## src/rtl/systolic_feeder.sv

```systemverilog
// systolic_feeder: streams unskewed A-column / B-row beats into a DIM x DIM
// output-stationary systolic array, generating the diagonal skew internally
// and tracking feed/drain progress so that done marks the moment the last
// partial product reaches the far-corner PE.
module systolic_feeder #(
   parameter int DATA_WIDTH  = 16,
   parameter int DIM         = 4,
   parameter int K_MAX       = 16,
   parameter int DRAIN_EXTRA = 0
) (
   input  logic                           clk,
   input  logic                           reset,
   input  logic                           start,
   input  logic [$clog2(K_MAX+1)-1:0]     k_len,
   input  logic                           pause,
   input  logic                           in_valid,
   output logic                           in_ready,
   input  logic [DIM*DATA_WIDTH-1:0]      a_col,
   input  logic [DIM*DATA_WIDTH-1:0]      b_row,
   output logic [DIM*DATA_WIDTH-1:0]      left_data,
   output logic [DIM-1:0]                 left_valid,
   output logic [DIM*DATA_WIDTH-1:0]      top_data,
   output logic [DIM-1:0]                 top_valid,
   output logic                           busy,
   output logic                           done
);

   localparam int KW = $clog2(K_MAX+1);
   // The drain covers the skew tail plus the hop count to PE[DIM-1][DIM-1],
   // so done lands K + 2*DIM + DRAIN_EXTRA cycles after the first accept.
   localparam int DRAIN_CYCLES = 2*DIM + 1 + DRAIN_EXTRA;
   localparam int CW = $clog2(DRAIN_CYCLES+1);
   localparam logic [KW-1:0] K_MAX_W   = KW'(K_MAX);
   localparam logic [CW-1:0] DRAIN_END = CW'(DRAIN_CYCLES - 1);

   typedef enum logic [1:0] {S_IDLE, S_FEED, S_DRAIN, S_DONE} state_t;

   state_t          state, state_next;
   logic [KW-1:0]   k_lat, k_lat_next;
   logic [KW-1:0]   beat_cnt, beat_cnt_next;
   logic [CW-1:0]   drain_cnt, drain_cnt_next;
   logic [KW-1:0]   k_clamped;
   logic            advance;
   logic            accept;

   // Everything (chain, counters, FSM) moves only on unpaused cycles.
   assign advance   = !pause;
   assign accept    = in_valid && in_ready;
   assign k_clamped = (k_len > K_MAX_W) ? K_MAX_W : k_len;

   // Control state register.
   always_ff @(posedge clk) begin
      if (reset) begin
         state     <= S_IDLE;
         k_lat     <= '0;
         beat_cnt  <= '0;
         drain_cnt <= '0;
      end else begin
         state     <= state_next;
         k_lat     <= k_lat_next;
         beat_cnt  <= beat_cnt_next;
         drain_cnt <= drain_cnt_next;
      end
   end

   // Next-state, counter updates and handshake / status outputs.
   always_comb begin
      state_next     = state;
      k_lat_next     = k_lat;
      beat_cnt_next  = beat_cnt;
      drain_cnt_next = drain_cnt;
      in_ready       = 1'b0;
      done           = 1'b0;
      busy           = (state != S_IDLE);
      case (state)
         S_IDLE: begin
            if (advance && start) begin
               beat_cnt_next = '0;
               k_lat_next    = k_clamped;
               state_next    = (k_clamped == '0) ? S_DONE : S_FEED;
            end
         end
         S_FEED: begin
            in_ready = advance;
            if (accept) begin
               if (beat_cnt == k_lat - KW'(1)) begin
                  state_next     = S_DRAIN;
                  drain_cnt_next = '0;
               end else begin
                  beat_cnt_next = beat_cnt + KW'(1);
               end
            end
         end
         S_DRAIN: begin
            if (advance) begin
               if (drain_cnt == DRAIN_END) state_next = S_DONE;
               else drain_cnt_next = drain_cnt + CW'(1);
            end
         end
         S_DONE: begin
            // Held through a pause so the pulse is seen exactly once.
            done = advance;
            if (advance) state_next = S_IDLE;
         end
         default: state_next = S_IDLE;
      endcase
   end

   // Skew lanes: lane i is a chain of i+1 registers shared by A and B valid.
   for (genvar i = 0; i < DIM; i++) begin : g_lane
      logic [DATA_WIDTH-1:0] a_sr [0:i];
      logic [DATA_WIDTH-1:0] b_sr [0:i];
      logic [i:0]            v_sr;

      // Shift one slot per unpaused cycle; bubbles and drain inject zeros.
      always_ff @(posedge clk) begin
         if (reset) begin
            v_sr <= '0;
            for (int s = 0; s <= i; s++) begin
               a_sr[s] <= '0;
               b_sr[s] <= '0;
            end
         end else if (advance) begin
            v_sr[0] <= accept;
            a_sr[0] <= accept ? a_col[i*DATA_WIDTH +: DATA_WIDTH] : '0;
            b_sr[0] <= accept ? b_row[i*DATA_WIDTH +: DATA_WIDTH] : '0;
            for (int s = 1; s <= i; s++) begin
               v_sr[s] <= v_sr[s-1];
               a_sr[s] <= a_sr[s-1];
               b_sr[s] <= b_sr[s-1];
            end
         end
      end

      // Valids are masked during a stall; data is zero whenever not valid.
      assign left_valid[i] = v_sr[i] && !pause;
      assign top_valid[i]  = v_sr[i] && !pause;
      assign left_data[i*DATA_WIDTH +: DATA_WIDTH] = left_valid[i] ? a_sr[i] : '0;
      assign top_data[i*DATA_WIDTH +: DATA_WIDTH]  = top_valid[i]  ? b_sr[i] : '0;
   end

endmodule

```

## config.mk

```make
export PLATFORM = sky130hd
export DESIGN_NAME = systolic_feeder
export DESIGN_NICKNAME = d
export VERILOG_FILES = /design/src/rtl/systolic_feeder.sv
export SDC_FILE = /design/constraint.sdc
export NUM_CORES = 1
export LEC_CHECK = 0
export CAP_MARGIN = 20
export CORE_AREA = 8 8 225 227
export CTS_CLUSTER_DIAMETER = 120
export DETAILED_ROUTE_END_ITERATION = 6
export DIE_AREA = 0 0 233 235
export HOLD_SLACK_MARGIN = 0.03
export SYNTH_ARGS = -nofsm -noshare
export SYNTH_HDL_FRONTEND = slang
export SYNTH_SLANG_ARGS = --single-unit
```

## constraint.sdc

```tcl
create_clock -name clk -period 25.5 [get_ports clk]
set_input_delay 6.375 -clock clk [delete_from_list [all_inputs] [get_ports clk]]
set_output_delay 6.375 -clock clk [all_outputs]
set_load 0.02 [all_outputs]
```

==> results.cfg, run 1 <==
[worst_setup_path]
cp-end-kind = output port
cp-startpoint = pause
critical_path.startpoint_type = input pin
r2r_start = k_lat[0]
worst-setup-path-type = in2out
critPathMaxFanout = 32
required_ns = 19.12
ff2ff_path_depth = 7
r2r_end = state[1]
worst-r2r-setup-slack_ns = 23.15
cp.arrival_ns = 8.37

[drt]
postRouteAntennaNets = 0
via_count = 7828
routed_via_density = 4.15
drt-pass1-iter-count = 4
drc_errors = 0
dr.first_iter.drc_count = 424
wl_per_cell_um = 16.1
routed_wl_mm = 30.4

[hold_path]
hold_path_end = g_lane[3].v_sr[0]
hp-class = reg2reg
whs_path_depth = 2
min-delay-start = g_lane[3].v_sr[0]

[power]
power_mw = 1.29
irDropWorstVdd_v = 0.0000388
p_per_area_mw_per_mm2 = 69.4
p_leak_nw = 7.02
p_sw_frac = 0.214
switchingPower_mw = 0.276
clockPowerShare = 0.430
comb_power_share = 0.063
seqPwrFrac = 0.507
p_int_mw = 1.01

[run_status]
status = finished, final reports clean

[sta]
max_freq_mhz = 67.8
fin_skew_ns = 0.0125
fin_crit_sh = 0.578
worstMarginPinSlew_ns = 0.966
setup_viol = 0
finalSetupTns_ns = 0
rsz0062_at_grt = no
hold_viol = 0
drv_slew = 0
max-slew-margin-rel = 0.356
layout_min_cycle_time_ns = 14.74

[finish]
fin_area_mm2 = 0.0186
final_nets = 1390
area_growth_pct = 33.8
layout_commonest_cell = and2_1
mostFrequentLayoutCells = and2_1, edfxtp_1, clkdlybuf4s50_1, clkbuf_16, dfxtp_1
drive_above_1_share = 0.0654
fin_util = 0.395

[yosys]
synth_top_area_frac = 0.691
postSynthAreaPerCell_um2 = 14.3
synth_edf_count = 320
synth_ff_type = edfxtp_1
synth.area.top_cells = edfxtp_1, and2_1, dfxtp_1
synth.distinct_cells = 43
yosysWarnings = 0
synth_area_mm2 = 0.0139
ys_async_sr_fraction = 0
synth_top_area_cell = edfxtp_1
yosysSeqAreaShare = 0.720
syn-num-nets = 1117
yosys_register_bits = 340
synth_cells = 971

[floorplanning]
placementRows = 80
die_height_um = 235
initial_core_util = 0.295
ios = 277
core_area_mm2 = 0.0471
die_area_mm2 = 0.0548
die_x_um = 233

[flow_run]
max-cap-violations = 0

[clock_tree]
cts_made_buffers = 40
cts_setup_buffers = 0
ctsHoldBuffers = 0
htree_levels = 2
cts_resized = 0
clock_sinks = 340
clk-insertion-delay-late_ns = 0.55
clkTransAtPathRegs_ns = 0.06
cts_root_buf = clkbuf_16
cts_tree = yes
cts_buffer_depth = 3

[placed_design]
placed_area_mm2 = 0.0173
io_buffer_count = 276
routabilityCongestion = 0.749
dp_hpwl_mm = 20.1

[global_route]
grt_overflow = 0
first_global_vias = 7941
grt_max_degree = 102
track_usage = 0.109
grt_pass1_wl_mm = 46.5
antenna_found_initial = 4
worst max path at each step:
stage,slack [ns],endpoint,cells after the start
floorplan,10.45,g_lane[0].a_sr[0][0],2
global placement,10.24,left_data[19],5
detailed placement,10.35,top_data[43],5
CTS,10.34,left_data[32],5
global route,10.69,top_data[61],6
finish,10.76,left_data[19],6
area by class of cell:
cell class	instances	area, um2
antenna	1	2.50
clock buffer	46	1020
clock inverter	22	233
fill	4479	28500
inverter	12	45.0
multi-input combinational	560	3640
sequential	340	10000
tap	615	769
timing repair buffer	290	2880
registers in the layout, indices dropped and copies added, names as in the netlist:
signal       cells
beat_cnt         5
k_lat            5
drain_cnt        4
g_lane.v_sr      4
g_lane.b_sr    160
state            2
g_lane.a_sr    160
Yosys cell counts, drive strengths merged, types with 5 or more instances:
library cell	count
a21oi	11
and2	448
buf	5
clkbuf	54
dfxtp	20
edfxtp	320
ha	8
inv	12
nand2b	6
nand3	5
nor2	19
or3	5
power by group through the flow:
stage	sequential [mW]	combinational (mW)	clock, mW
floorplan	0.671	0.0448	0
global placement	0.666	0.0806	0
detailed placement	0.667	0.0825	0
CTS	0.655	0.0828	0.577
global route	0.658	0.0898	0.595
finish	0.655	0.0809	0.555
metal layers:
layer	vias up	track usage	part of all wire
met5	-	0	0.0013
met4	6	0.0442	0.029
met3	57	0.0404	0.076
met2	193	0.177	0.48
met1	3715	0.128	0.41
li1	3857	-	-
kinds of logic (layout without fill, tap and decap cells):
kind of cell / count (synthesis) / count (layout) / synth area share
other: 0 / 1 / 0
flip-flops: 340 / 340 / 0.720
adder cells (fa/ha/maj): 8 / 8 / 0.00720
AND/OR/NAND/NOR: 509 / 509 / 0.226
XOR/XNOR: 6 / 6 / 0.00378
AO/OA/AOI/OAI: 33 / 33 / 0.0196
multiplexers: 4 / 4 / 0.00324
buffers and inverters: 71 / 370 / 0.0203
worst max-delay path, cell delays in order:
cell and delay (ns):
clkdlybuf4s50_1 0.40, buf_4 0.21, nor2b_2 0.33, buf_8 0.25
and2_1 0.17, clkdlybuf4s50_1 0.61
metrics by stage:
stage | cells | hold WS (ns) | setup slack (ns)
after floorplan | 971 | 0.445 | 10.45
after global placement | 1815 | 0.456 | 10.24
after detailed placement | 1816 | 0.464 | 10.35
after CTS | 1884 | 0.474 | 10.34
after global routing | 1885 | 0.512 | 10.69
final | 1886 | 0.467 | 10.76
Power figures use the tool's default switching activity.
==> run 2: changes to the inputs <==
Clock period 25.5 ns to 15 ns, I/O delays scaled along.
==> run 2 against run 1 <==
Compared with the run above: flip-flop and latch count did not move; first-iteration DRC count fell by 5.2%; global-route usage barely moved; core utilization fell by 0.13 points; routed wire length rose by 0.23%; clock skew rose by 0.0049 ns; critical path depth did not move; critical endpoint unchanged; via count rose by 0.19%; final cell count rose by 0.21%; combinational power rose by 69%; total power rose by 66%; register-to-register slack got worse by 11 ns; critical path type unchanged.
==> results.cfg, run 2 (same netlist as run 1, synthesis figures left out) <==
[run_status]
status = finished, final reports clean

[clock_tree]
cts_setup_buffers = 0
clkTransAtPathRegs_ns = 0.06
cts_made_buffers = 41
clock_sinks = 340
cts_resized = 0
cts_tree = yes
htree_levels = 2
cts_buffer_depth = 3
ctsHoldBuffers = 0
cts_root_buf = clkbuf_16
clk-insertion-delay-late_ns = 0.55

[drt]
wl_per_cell_um = 16.1
drc_errors = 0
drt-pass1-iter-count = 4
routed_wl_mm = 30.4
via_count = 7843
postRouteAntennaNets = 0
dr.first_iter.drc_count = 402
routed_via_density = 4.15

[global_route]
grt_overflow = 0
grt_max_degree = 102
antenna_found_initial = 5
grt_pass1_wl_mm = 46.4
first_global_vias = 7970
track_usage = 0.109

[placed_design]
routabilityCongestion = 0.751
dp_hpwl_mm = 20.2
io_buffer_count = 276
dp.cells = 1816

[worst_setup_path]
worst-setup-path-type = in2out
cp.arrival_ns = 5.74
critPathMaxFanout = 32
cp-end-kind = output port
critical_path.startpoint_type = input pin
required_ns = 11.25

[sta]
drv_slew = 0
finalSetupTns_ns = 0
rsz0062_at_grt = no
hold_viol = 0
setup_viol = 0
max_freq_mhz = 105
worstMarginPinSlew_ns = 0.959
fin_skew_ns = 0.0174
hold-worst-slack_ns = 0.468
layout_min_cycle_time_ns = 9.49
max-slew-margin-rel = 0.361
fin_crit_sh = 0.632

[finish]
layout.cells.non_filler = 1890
final_nets = 1391
drive_above_1_share = 0.0644
fin_util = 0.393
reg_top3 = g_lane.a_sr x160, g_lane.b_sr x160
fillers = 4463
multiInputGateArea_mm2 = 0.00364
regArea_mm2 = 0.0100
layout_commonest_cell = and2_1
mostFrequentLayoutCells = and2_1, edfxtp_1, clkdlybuf4s50_1, clkbuf_16, dfxtp_1
area_growth_pct = 33.4

[power]
p_leak_nw = 6.98
p_int_mw = 1.67
p_per_area_mw_per_mm2 = 116
clockPowerShare = 0.416
switchingPower_mw = 0.472
seqPwrFrac = 0.520
irDropWorstVdd_v = 0.0000590
comb_power_share = 0.064
p_sw_frac = 0.220
power_mw = 2.14

[floorplanning]
die_height_um = 235
die_area_mm2 = 0.0548
die_x_um = 233
placementRows = 80
core_area_mm2 = 0.0471
ios = 277
initial_core_util = 0.295

[hold_path]
hp-class = reg2reg

[flow_run]
max-cap-violations = 0
run 2: cell types whose count changed in the layout (fill, tap and decap cells not counted), sizes merged:
cell      previous run  this run
inv                 14        13
bufinv               4         0
clkinvlp             1         3
clkinv              15        17
clkbuf              46        51
run 2: cell type report:
type                       count  share of cell area
timing repair buffer         290               0.155
antenna                        1            0.000135
inverter                      12             0.00243
multi-input combinational    560               0.196
clock buffer                  51              0.0574
clock inverter                21             0.00709
tap                          615              0.0415
sequential                   340               0.540
run 2: metal layers:
layer | part of all wire | track usage
met3 | 0.081 | 0.0434
met2 | 0.49 | 0.182
met5 | 0.0015 | 0
met4 | 0.025 | 0.0334
met1 | 0.40 | 0.125
run 2: metrics by stage:
| stage | cell area, um2 | setup WS [ns] |
|---|---|---|
| CTS | 18500 | 5.06 |
| finish | 18500 | 5.51 |
| global placement | 17300 | 4.99 |
| detailed placement | 17300 | 5.06 |
| global route | 18500 | 5.42 |
| floorplan | 13900 | 2.57 |
run 2: path summary, 6_finish.rpt:
path | start | endpoint | slack, ns | cells past startpoint
max reg2reg | state[1] | g_lane[1].a_sr[0][6] | 12.64 | 6
max | pause | left_data[19] | 5.51 | 6
min | g_lane[3].v_sr[0] | g_lane[3].v_sr[0] | 0.47 | 2
min reg2reg | g_lane[3].v_sr[0] | g_lane[3].v_sr[0] | 0.47 | 2
run 2: worst max-delay path: stages:
cell and delay [ns]:
clkdlybuf4s50_1 0.40, buf_4 0.21, nor2b_2 0.31, buf_8 0.24, and2_1 0.18, clkdlybuf4s50_1 0.61
run 2: power by group through the flow:
stage                     Combinational, mW  Clock (mW)  Sequential, mW
final                                 0.137       0.891            1.11
after global routing                  0.152       0.963            1.12
after CTS                             0.141       0.935            1.11
after detailed placement              0.141           0            1.13
after global placement                0.137           0            1.13
after floorplan                      0.0761           0            1.14
==> RTL edit 1 (settings of run 2) <==
The 4 states of `state_t` get a Gray code encoding in 2 bits.
--- a/src/rtl/systolic_feeder.sv
+++ b/src/rtl/systolic_feeder.sv
@@ -33,7 +33,7 @@
    localparam logic [KW-1:0] K_MAX_W   = KW'(K_MAX);
    localparam logic [CW-1:0] DRAIN_END = CW'(DRAIN_CYCLES - 1);
 
-   typedef enum logic [1:0] {S_IDLE, S_FEED, S_DRAIN, S_DONE} state_t;
+   typedef enum logic [1:0] {S_IDLE = 2'b00, S_FEED = 2'b01, S_DRAIN = 2'b11, S_DONE = 2'b10} state_t;
 
    state_t          state, state_next;
    logic [KW-1:0]   k_lat, k_lat_next;
Formal check against the unedited RTL: no difference found for any inputs over 4 cycles, from zero or initial values and one cycle with reset high; so few cycles prove little.
==> RTL edit 1 against run 2 <==
  * Power rose by 0.60%
  * Critical path type unchanged
  * Clock power increased by 7.7%
  * Area after synthesis shrank 0.69%
  * Final area increased by 0.33%
  * Critical path depth decreased by 1
  * Core utilization grew 0.13 points
  * Worst setup slack worse by 0.18 ns
  * Sequential cell count is the same
  * Global-route usage fell by 0.085 points
  * Largest power group unchanged
  * Clock skew down 0.0033 ns
  * Wire length decreased by 1.2%
  * Via count decreased by 0.75%
  * Highest routed layer unchanged
==> RTL edit 1: results (changes against run 2) <==
| Metric | Value |
|---|---|
| Post-DP HPWL | 19.9 mm (-1.5%) |
| Routability cong. | 0.737 (-1.9%) |
| Synth cell types | 45 (+4.7%) |
| Total wire length | 30.1 mm (-1.2%) |
| TritonCTS Buffers | 39 (-4.9%) |
| Ranking of synthesized cells by area | edfxtp_1, and2_1, dfxtp_1, clkbuf_1, a21oi_1 |
| Vias in the first global route | 7897 (-0.92%) |
| Vias/cell | 4.15 (about the same) |
| Leakage power | 7.05 nW (+1.1%) |
| Total placed cells including tap cells | 1802 (-0.77%) |
| Initial drt markers | 421 (+4.7%) |
| Pre-CTS setup slack | 5.28 ns (+0.215 ns) |
| DR vias | 7784 (-0.75%) |
| Fillers | 4377 (-1.9%) |
| Syn avg cell area | 14.4 µm² (+0.76%) |
| DRT Pass-1 Iters | 6 (+2) |
| Synth top cells by count | and2_1, edfxtp_1, clkbuf_1 |
| EDFF count, synth | 320 (unchanged) |
| Net switching power | 0.435 mW (-7.8%) |
| Largest net degree at the start of global routing | 183 (+79%) |
| Share of cells above drive strength 1 | 6.83% (+0.39 points) |
| Slew margin rel. | 31.3% (-4.7 points) |
| First-pass GRT wire length | 46.1 mm (-0.58%) |
| Sequential area share after synthesis | 72.5% (+0.50 points) |
| Max FO, Critical Path | 34 (+6.3%) |
| Final #Nets | 1372 (-1.4%) |
| Status | finished clean |
| Maximum VDD drop | 0.0000635 V (+7.6%) |
| CP arrival | 5.91 ns (+0.17 ns) |
| Worst Skew | 0.0141 ns (-0.00329 ns) |
| Syn Nets | 1099 (-1.6%) |
| Global Route Usage Sum | 10.8% (-0.085 points) |
| Initial antenna violation count | 8 (+3) |
==> RTL edit 1: cell types whose count changed in the layout (fill, tap and decap cells not counted), sizes merged, moves of 4 or more <==
| cell | run 2 | this run |
|---|---|---|
| inv | 13 | 5 |
| o32ai | 4 | 0 |
| nor2 | 19 | 14 |
| and3 | 1 | 5 |
| a22o | 0 | 5 |
| ha | 8 | 4 |
| clkbuf | 51 | 47 |
| bufinv | 0 | 4 |
| nand2 | 3 | 7 |
==> RTL edit 1: final timing paths <==
| kind | start | end | slack [ns] | cells past startpoint |
|---|---|---|---|---|
| max | pause | left_data[50] | 5.34 | 5 |
| min | g_lane[3].v_sr[1] | g_lane[3].v_sr[1] | 0.49 | 2 |
| max reg2reg | state[0] | g_lane[3].a_sr[0][11] | 12.55 | 4 |
| min reg2reg | g_lane[3].v_sr[1] | g_lane[3].v_sr[1] | 0.49 | 2 |
==> RTL edit 1: cell type report <==
cell class | count | area, µm² | area share (%)
repair buffers | 288 | 2920 | 15.7
multi-input cells | 556 | 3580 | 19.2
flip-flops and latches | 340 | 10000 | 53.8
well taps | 615 | 769 | 4.14
clock buffers | 47 | 1080 | 5.80
clock inverters | 23 | 219 | 1.18
diodes | 3 | 7.51 | 0.0404
inverters | 5 | 18.8 | 0.101
==> RTL edit 1: worst max-delay path, cell delays in order <==
cell and delay, ns:
clkdlybuf4s50_1 0.41, buf_4 0.21, nor2b_4 0.62, and2_1 0.27
clkdlybuf4s50_1 0.63
==> RTL edit 1: cell families after synthesis <==
group	share of synthesized area, %
mux	0.444
buf+inv	1.79
fa+ha+maj	0.363
simple gates	22.8
xor+xnor	0.317
compound gates	1.78
flops	72.5
==> RTL edit 1: per-stage QoR <==
stage | instance area, µm² | power, mW
floorplan | 13800 | 1.17
global placement | 17200 | 1.21
detailed placement | 17200 | 1.22
CTS | 18500 | 2.20
global route | 18600 | 2.24
finish | 18600 | 2.15
==> RTL edit 1: power by group through the flow <==
| stage | logic [mW] | clock network, mW | registers [mW] |
|---|---|---|---|
| after floorplan | 0.0419 | 0 | 1.13 |
| after global placement | 0.0925 | 0 | 1.12 |
| after detailed placement | 0.0939 | 0 | 1.12 |
| after CTS | 0.0944 | 1.00 | 1.10 |
| after global routing | 0.103 | 1.03 | 1.11 |
| final | 0.0931 | 0.960 | 1.10 |
==> RTL edit 1: routing by layer <==
layer	track usage [%]	part of all wire, %
met2	17.4	47
met1	13.1	42
met4	4.02	2.6
met5	0	0.23
met3	3.78	8.2
==> RTL edit 2 (config.mk and constraints of run 2) <==
Without the edit above. The parameter `K_MAX` goes from 16 to 32.
--- a/src/rtl/systolic_feeder.sv
+++ b/src/rtl/systolic_feeder.sv
@@ -5,7 +5,7 @@
 module systolic_feeder #(
    parameter int DATA_WIDTH  = 16,
    parameter int DIM         = 4,
-   parameter int K_MAX       = 16,
+   parameter int K_MAX       = 32,
    parameter int DRAIN_EXTRA = 0
 ) (
    input  logic                           clk,
Ports: changed (resized k_len); port bits go from 277 to 278. No check against the original RTL was run, so the function may have changed too.
==> RTL edit 2 against run 2 <==
  * Critical path depth fell by 1
  * Wire length fell by 1.4%
  * Area after synthesis rose by 0.71%
  * Final area rose by 0.63%
  * Power rose by 1.0%
  * Worst setup slack got worse by 0.39 ns
  * Sequential cell count rose by 2
  * Count of clock-buffer cells in the layout did not move
==> RTL edit 2: results (changes against run 2) <==
| Metric | Value |
|---|---|
| Status | finished clean |
| Leakage power | 7.02 nW (+0.64%) |
| I/O Buffers | 277 (+0.36%) |
| Largest net degree at the start of global routing | 115 (+13%) |
| Synth top cells by count | and2_1, edfxtp_1, clkbuf_1 |
| Reg2reg setup slack | 12.42 ns (-0.22 ns) |
| Average wire per standard cell | 15.8 µm (-2.2%) |
| First-pass GRT wire length | 46.2 mm (-0.36%) |
| Maximum VDD drop | 0.0000758 V (+28%) |
| Post-DP HPWL | 19.8 mm (-2.0%) |
| Initial drt markers | 498 (+24%) |
| Worst Skew | 0.0198 ns (+0.00244 ns) |
| Global Route Usage Sum | 10.7% (-0.14 points) |
| Pint | 1.70 mW (+2.0%) |
| Share of cells above drive strength 1 | 6.06% (-0.38 points) |
| Vias/cell | 4.17 (+0.52%) |
| Slew @ Worst Pin | 0.971 ns (+0.0124 ns) |
| Vias in the first global route | 8009 (+0.49%) |
| Reg2Reg Depth | 7 (+1) |
| Max FO, Critical Path | 30 (-6.3%) |
| Critical Path Sink | top_data[25] |
| Crit Reg-Reg Endpoint | g_lane[3].a_sr[0][13] |
| Sequential area share after synthesis | 71.8% (-0.22 points) |
| Initial antenna violation count | 8 (+3) |
| Syn Nets | 1139 (+2.0%) |
| TritonCTS Buffers | 39 (-4.9%) |
## RTL edit 2: changes by cell type after synthesis, moves of 3 or more
| cell | run 2 | this run |
|---|---|---|
| a21oi_1 | 11 | 17 |
| a31oi_1 | 0 | 4 |
| nor2b_1 | 4 | 9 |
| a221oi_1 | 3 | 0 |
| nand2_1 | 3 | 6 |
| o32ai_1 | 4 | 0 |
| o21ai_0 | 0 | 10 |
## RTL edit 2: cell type report
type / count / share of cell area, %
sequential: 342 / 53.9
clock inverter: 13 / 0.657
tap: 615 / 4.12
clock buffer: 51 / 5.63
timing repair buffer: 290 / 15.6
multi-input combinational: 580 / 19.8
antenna: 2 / 0.0268
inverter: 12 / 0.241
## RTL edit 2: worst min-delay path by stage
| stage | from | end |
|---|---|---|
| 2_1_floorplan | g_lane[3].v_sr[2] | g_lane[3].v_sr[2] |
| 3_3_place_gp | g_lane[3].v_sr[3] | g_lane[3].v_sr[3] |
| 3_5_place_dp | g_lane[3].v_sr[0] | g_lane[3].v_sr[0] |
| 4_1_cts | g_lane[3].v_sr[3] | g_lane[3].v_sr[3] |
| 5_1_grt | g_lane[3].v_sr[0] | g_lane[3].v_sr[0] |
| 6_report | g_lane[3].v_sr[3] | g_lane[3].v_sr[3] |
## RTL edit 2: logic make-up after synthesis
logic type	Yosys count	share of synthesized area [%]
xor gates and xnor gates	8	0.501
AOI/OAI and AO/OA	46	2.15
and+or+nand+nor	517	22.8
muxes	1	0.0715
DFF	342	71.8
adders and majority gates	8	0.715
buffers and inverters	70	1.98
## RTL edit 2: worst max-delay path, cell delays in order
cell and delay (ns):
clkdlybuf4s50_1 0.85, nor2b_2 0.49, buf_8 0.23, and2_1 0.16
clkdlybuf4s50_1 0.62
## RTL edit 2: power by group through the flow
stage	clock network (mW)	registers (mW)	logic, mW
after global placement	0	1.14	0.149
after detailed placement	0	1.14	0.152
after floorplan	0	1.15	0.0861
after CTS	0.929	1.12	0.152
final	0.890	1.12	0.151
after global routing	0.965	1.13	0.169
## RTL edit 2: stage by stage
stage,power (mW),std cells,hold WS (ns),setup WS [ns]
after floorplan,1.23,992,0.449,3.07
after global routing,2.26,1903,0.513,4.97
final,2.16,1905,0.481,5.12
after CTS,2.21,1899,0.490,4.60
after detailed placement,1.30,1835,0.475,4.61
after global placement,1.29,1835,0.462,4.73
## RTL edit 2: per-layer routing
metal | vias up | share of wire, % | GRT usage, %
met4 | 10 | 2.2 | 3.19
met2 | 212 | 47 | 17.4
met3 | 58 | 8.8 | 4.64
met5 | - | 0.23 | 0
li1 | 3940 | - | -
met1 | 3726 | 42 | 12.7
